### src/rtl/qdec_ctx_mem_arb.sv
// ---------------------------------------------------------------------------
// qdec_ctx_mem_arb
//
// Arbitrates the single-port CABAC context memory between three clients:
//   - the context-init sequencer (bulk writes while a slice starts),
//   - the arithmetic decoder writing back updated context states,
//   - the SAO/CQT decode FSMs reading context states.
// One memory access is granted per cycle with fixed priority
// init write > writeback > read. Reads take two cycles to return: the memory
// answers one cycle after mem_re and the answer is then registered here.
//
// Ports
//   clk, rst_n                 clock, asynchronous active-low reset
//   init_we/init_addr/init_wdata/init_done
//                              context-init writes and end-of-init pulse
//   rd_req/rd_addr/rd_rdy      read request handshake
//   rd_data/rd_data_vld        read return ({ctxState[6:0], mps})
//   wb_vld/wb_addr/wb_data/wb_rdy
//                              state writeback handshake
//   mem_addr/mem_wdata/mem_we/mem_re/mem_rdata
//                              context memory port (rdata one cycle after re)
//   busy                       read in flight or init in progress
//   conflict_err               sticky: init write seen while a read was in flight
//
// Optional feature
//   QDEC_CTX_FWD_EN            when defined, a write that hits the address of
//                              the read waiting on mem_rdata replaces that
//                              read's return data with the written value.
// ---------------------------------------------------------------------------
module qdec_ctx_mem_arb (
   input  logic       clk,
   input  logic       rst_n,
   input  logic       init_we,
   input  logic [9:0] init_addr,
   input  logic [7:0] init_wdata,
   input  logic       init_done,
   input  logic       rd_req,
   input  logic [9:0] rd_addr,
   output logic       rd_rdy,
   output logic [7:0] rd_data,
   output logic       rd_data_vld,
   input  logic       wb_vld,
   input  logic [9:0] wb_addr,
   input  logic [7:0] wb_data,
   output logic       wb_rdy,
   output logic [9:0] mem_addr,
   output logic [7:0] mem_wdata,
   output logic       mem_we,
   output logic       mem_re,
   input  logic [7:0] mem_rdata,
   output logic       busy,
   output logic       conflict_err
);

   typedef enum logic [1:0] {IDLE, INIT, RUN} state_e;

   state_e     state_q, state_d;
   logic       s1Vld_q, s2Vld_q;
   logic [7:0] rdData_q, rdData_d;
   logic       conflict_q;
   logic       initGnt, wbGnt, rdGnt, inFlight;
   logic       wrEn;
   logic [9:0] wrAddr;
   logic [7:0] wrData;
`ifdef QDEC_CTX_FWD_EN
   logic [9:0] s1Addr_q;
`endif

   // Fixed-priority arbitration. An init write always wins, even outside the
   // INIT state (it is what moves us into INIT). Writebacks and reads are
   // locked out for the whole INIT state.
   always_comb begin
      inFlight = s1Vld_q | s2Vld_q;
      initGnt  = init_we;
      wbGnt    = wb_vld && (state_q != INIT) && !init_we;
      rdGnt    = rd_req && (state_q != INIT) && !init_we && !wb_vld;
      wrEn     = initGnt | wbGnt;
      wrAddr   = initGnt ? init_addr  : wb_addr;
      wrData   = initGnt ? init_wdata : wb_data;
   end

   // Next-state logic. RUN only falls back to IDLE once nothing is requested
   // and both read pipeline stages have drained.
   always_comb begin
      state_d = state_q;
      case (state_q)
         IDLE: begin
            if (init_we)               state_d = INIT;
            else if (rd_req || wb_vld) state_d = RUN;
         end
         INIT: begin
            if (init_done) state_d = IDLE;
         end
         RUN: begin
            if (init_we)                                  state_d = INIT;
            else if (!rd_req && !wb_vld && !inFlight)     state_d = IDLE;
         end
         default: state_d = IDLE;
      endcase
   end

   // Combinational handshake and memory-port outputs. They are gated with
   // rst_n so that asserting reset silences the memory port and the ready
   // signals immediately, without waiting for a clock edge.
   always_comb begin
      rd_rdy    = 1'b0;
      wb_rdy    = 1'b0;
      mem_we    = 1'b0;
      mem_re    = 1'b0;
      mem_addr  = '0;
      mem_wdata = '0;
      if (rst_n) begin
         rd_rdy = (state_q != INIT) && !init_we && !wb_vld;
         wb_rdy = (state_q != INIT) && !init_we;
         if (wrEn) begin
            mem_we    = 1'b1;
            mem_addr  = wrAddr;
            mem_wdata = wrData;
         end else if (rdGnt) begin
            mem_re   = 1'b1;
            mem_addr = rd_addr;
         end
      end
   end

   // Return-data selection. By default the read returns what the memory
   // produced; with forwarding, a write landing on the address of the read
   // currently waiting on mem_rdata overrides the (now stale) memory value.
   always_comb begin
      rdData_d = mem_rdata;
`ifdef QDEC_CTX_FWD_EN
      if (wrEn && s1Vld_q && (wrAddr == s1Addr_q)) rdData_d = wrData;
`endif
   end

   // State register, two-stage read pipeline and sticky conflict flag.
   // Stage 1 marks the cycle in which mem_rdata is valid; stage 2 marks the
   // cycle in which the registered data is presented. Reset empties the
   // pipeline so reads in flight are simply forgotten.
   always_ff @(posedge clk or negedge rst_n) begin
      if (!rst_n) begin
         state_q    <= IDLE;
         s1Vld_q    <= 1'b0;
         s2Vld_q    <= 1'b0;
         rdData_q   <= '0;
         conflict_q <= 1'b0;
`ifdef QDEC_CTX_FWD_EN
         s1Addr_q   <= '0;
`endif
      end else begin
         state_q <= state_d;
         s1Vld_q <= rdGnt;
         s2Vld_q <= s1Vld_q;
         if (s1Vld_q) rdData_q <= rdData_d;
         if (init_we && inFlight) conflict_q <= 1'b1;
`ifdef QDEC_CTX_FWD_EN
         if (rdGnt) s1Addr_q <= rd_addr;
`endif
      end
   end

   assign rd_data      = rdData_q;
   assign rd_data_vld  = s2Vld_q;
   assign busy         = (state_q == INIT) || inFlight;
   assign conflict_err = conflict_q;

endmodule

### config.mk
export PLATFORM = sky130hd
export DESIGN_NAME = qdec_ctx_mem_arb
export DESIGN_NICKNAME = d
export VERILOG_FILES = /design/src/rtl/qdec_ctx_mem_arb.sv
export SDC_FILE = /design/constraint.sdc
export NUM_CORES = 1
export LEC_CHECK = 0
export CAP_MARGIN = 5
export CORE_MARGIN = 2
export CORE_UTILIZATION = 31
export DETAILED_ROUTE_END_ITERATION = 8
export GPL_TIMING_DRIVEN = 0
export PLACE_DENSITY_LB_ADDON = 0.15
export SLEW_MARGIN = 20
export SYNTH_ARGS = -nofsm -noshare
export SYNTH_HDL_FRONTEND = slang
export SYNTH_SLANG_ARGS = --single-unit
export TNS_END_PERCENT = 100
### constraint.sdc
create_clock -name clk -period 2.45 [get_ports clk]
set_input_delay 0.49 -clock clk [delete_from_list [all_inputs] [get_ports clk]]
set_output_delay 0.49 -clock clk [all_outputs]
set_load 0.02 [all_outputs]
[Yosys cells after proc, flatten, opt, wreduce, memory -nomap -nowiden]
Index checks and enable logic that the tools add are counted.
Storage, ports and cells
  register bits after elaboration: 13
  latch bits: 0
  bits in writable memories: 0
  memory bits (read-only): 0
  input port bits: 60
  output and inout port bits: 33
  word-level logic and storage cells: 51
  memories kept: 0
Cells by class
  add/sub/neg operators: 0
  $mul: 0
  div/mod/pow operators: 0
  $lt $le $gt $ge: 0
  eq/ne operators: 6
  shift-type cells: 0
  mux-type cells: 20
  bitwise operators: 2
  reduce and logical (&&, ||, !) cells: 18
Operators by type and width (count)
  10-bit two-way mux: 4
  8-bit two-way mux: 3
  1-bit logical AND: 10
  2-bit two-way mux: 5
  1-bit two-way mux: 7
  3-bit != test, second input constant: 2
  2-bit case mux with 3 select lines: 1
  1-bit logical NOT: 4
  3-bit AND reduction: 1
  2-bit by 1-bit == test with 1-bit output, second input constant: 1
  2-bit == test, second input constant: 1
  2-bit logical NOT: 1
  1-bit logical OR: 2
  2-bit by 1-bit != test with 1-bit output, second input constant: 1
  2-bit != test, second input constant: 1
  1-bit bitwise OR: 2

[Logic depth before layout (Yosys ltp)]
  word-level depth: 7
  mapped depth: 4

[Least setup slack after synthesis]
Ideal clock, no wire load.
  path kind: input to output
  start point: input port wb_vld
  end point: output port mem_addr[0]
  arrival: 1329 ps
  path slack: 631 ps
  stages: 4
  path buffers: 1
  cells stage by stage: nand2b_1 nor4b_4 buf_6 o2bb2ai_1
Between the ends
  cells in the longest elaborated chain, start to end: 5
RTL lines
  start: declaration: RTL line 42  | input logic wb_vld,
  1-bit logical NOT or 1-bit logical AND (tied branches): RTL line 76, 75
  1-bit logical AND, on equally long branches: RTL line 76, 75
  10-bit two-way mux or 1-bit bitwise OR (tied branches): RTL line 119, 77
  10-bit two-way mux *: RTL line 115  | if (wrEn) begin
  10-bit two-way mux *: RTL line 112  | if (rst_n) begin
  end: declaration: RTL line 46  | output logic [9:0] mem_addr,
Every way passes the cells marked *; elsewhere a longest branch is shown, timed or not.

[Worst setup path after layout]
  start point: input port wb_vld
  end point: output port mem_addr[1]
Same word-level chain as after synthesis.

==> results.ini <==
[cts]
tritoncts=built
clk_pin_slew_ns=0.07
tritoncts.num_buffers=3
cts_hold_buffers=0
htreeDepth=1
cts_buffer_depth=2
clkSinkCount=13
cts-root-buf=clkbuf_4
worstSkewPairLatency_ns=0.27

[worst_setup_path]
r2r-start=s1Vld_q
path_depth=6
worstPathRequired_ns=1.96
crit_type=input port to primary output
slowest_delay_ns=0.36
cp_num_buf_inv=3
cp.arrival_ns=1.88
endpoint=mem_addr[1]
crit_slowest_cell=nor4b_4
crit_family=buffers and inverters
critPathMaxFanout=5
startpoint=wb_vld
crit_chain=dlygate4sd2_1 -> nand2b_4 -> nor4b_4 -> buf_6 -> o2bb2ai_1 -> clkdlybuf4s15_1
cp-start-kind=input port
r2r_end=state_q[1]
rrSetupSlack_ns=1.18
r2r_cells=4
crit_path_end_kind=primary output

[floorplan]
num_rows=19
start_util=0.330
die_h_um=58.4
core_um2=2780
dieArea_um2=3410
ios=93
die_w_um=58.4

[synthesis]
yosysSeqAreaShare=0.354
ys.flop_type=dfrtp_1
synth.net_count=140
syn_area_um2=918
synthTopCellsByArea=dfrtp_1 (35%), mux2i_1 (20%), mux2_2 (9.8%)
synthDistinctLibCells=24
synthCells=80
yosysWarnings=0
synth.most_common_cell=mux2i_1
async_reset_ff_frac=1.00
synth_area_per_cell_um2=11.5
synth_edf_count=0
ys_ff_latch=13
yosys.area.top_type=dfrtp_1
synth_top_area_frac=0.354
synth_common_cells=mux2i_1 (18), dfrtp_1 (13), o2bb2ai_1 (9)

[placement]
gp_congestion=0.770
dp_worst_setup_slack_ns=-0.908
place_hpwl_um=2380
port-buffer-count=91

[pwr]
powerDensity_nw_per_um2=463
power_leakage_nw=0.855
peakVddDrop_mv=0.490

[global_routing]
antenna_found_initial=0
grt_start_max_net_pins=18
grt_pass1_wl_um=4580
grt_pass1_vias=1103
overflow=0
track_usage=0.173

[drt]
drt_pass1_iterations=4
routed_wl_um=2850
avgRoutedWirePerCell_um=13.6
drc_errors=0
drtIter0Drc=13
avgViaCountPerCell=4.90
antenna_left=0
num_vias=1025

[timing]
slew_headroom=0.798
whs_ns=0.0699
skew_ns=0.00269
min_period_ns=2.37
fin_ws_ns=0.0752
period_share=0.969
clock.fmax_ghz=0.421
worst_pin_slew_ns=0.302
final_hold_viol_count=0
slew_violations=0
setup_violations=0
rsz0062_at_grt=no

[min_path]
hold_class=input port to asynchronous set/reset pin

[layout]
layout.nets=239
fin_util=0.672
layout-drive-gt1-share=0.197
antenna_cells=0
area_delta_synth_final_pct=104

[job]
maxCapViolCount=0

[status]
status=finished, final reports clean

-- state kept, by name (all words and copies together) (netlist names) --
| signal | count |
|---|---|
| conflict_err | 1 |
| rd_data | 8 |
| rd_data_vld | 1 |
| s1Vld_q | 1 |
| state_q | 2 |
-- through the flow --
step                      setup TNS, ns  cell area [um^2]  cells  total power [mW]
after floorplan                       0               918     80             0.505
after global placement           -17.24              1870    202             0.757
after detailed placement         -18.03              1870    202             0.766
after CTS                             0              1890    209             0.882
after global routing                  0              1870    209             0.926
final                                 0              1870    209             0.866
-- cell type report --
type                    instances  area (um^2)
plain buffers                   6         53.8
clock buffers                   4         26.3
fillers                       248          912
inverters                       2         7.51
multi-input cells              59          539
flip-flops and latches         13          325
well taps                      31         38.8
repair buffers                 94          878
-- worst min-delay path by stage --
stage               cells past startpoint           end  slack [ns]  startpoint
detailed placement                      0   rd_data_vld        0.37     s1Vld_q
floorplan                               0  conflict_err        0.19       rst_n
global placement                        0   rd_data_vld        0.36     s1Vld_q
finish                                  1   rd_data_vld        0.07       rst_n
global route                            1    rd_data[3]        0.05       rst_n
CTS                                     1    rd_data[3]        0.06       rst_n
-- timing repair --
| action | 4_1_cts | 5_1_grt |
|---|---|---|
| endpoints found under the setup margin | 22 | 8 |
| cloned | 1 | 0 |
| endpoints found under the hold margin | 0 | 0 |
| setup buffers | 2 | 0 |
| gates resized for setup | 33 | 15 |
| pin swaps | 2 | 0 |
-- placed cells by master (no fill, tap or decap), types with 2 or more instances in the layout --
master / instances
buf_4: 6
buf_6: 3
clkbuf_2: 7
clkbuf_4: 4
clkdlybuf4s50_1: 69
dfrtp_1: 13
dlygate4sd2_1: 12
inv_1: 2
mux2_2: 8
mux2i_1: 18
nor2_1: 8
nor3_1: 2
o2bb2ai_1: 9
-- layer usage --
metal / GRT usage / part of all wire / vias to the layer above
li1: - / - / 489
met1: 0.190 / 0.35 / 470
met2: 0.287 / 0.51 / 60
met3: 0.0659 / 0.12 / 6
met4: 0.0930 / 0.015 / 0
met5: 0 / 0 / -
-- where the power goes --
group	internal (mW)	leakage (nW)	total, mW	switching (mW)
clock	0.0630	0.0150	0.125	0.0619
sequential	0.259	0.156	0.283	0.0235
combinational	0.260	0.684	0.458	0.199
total	0.582	0.855	0.866	0.284
-- cell families after synthesis --
| group | after synthesis | synth area share |
|---|---|---|
| AOI/OAI and AO/OA | 14 | 0.154 |
| buffers and inverters | 8 | 0.0668 |
| muxes | 26 | 0.294 |
| DFF | 13 | 0.354 |
| and+or+nand+nor | 19 | 0.131 |
(Power assumes the default switching activity.)
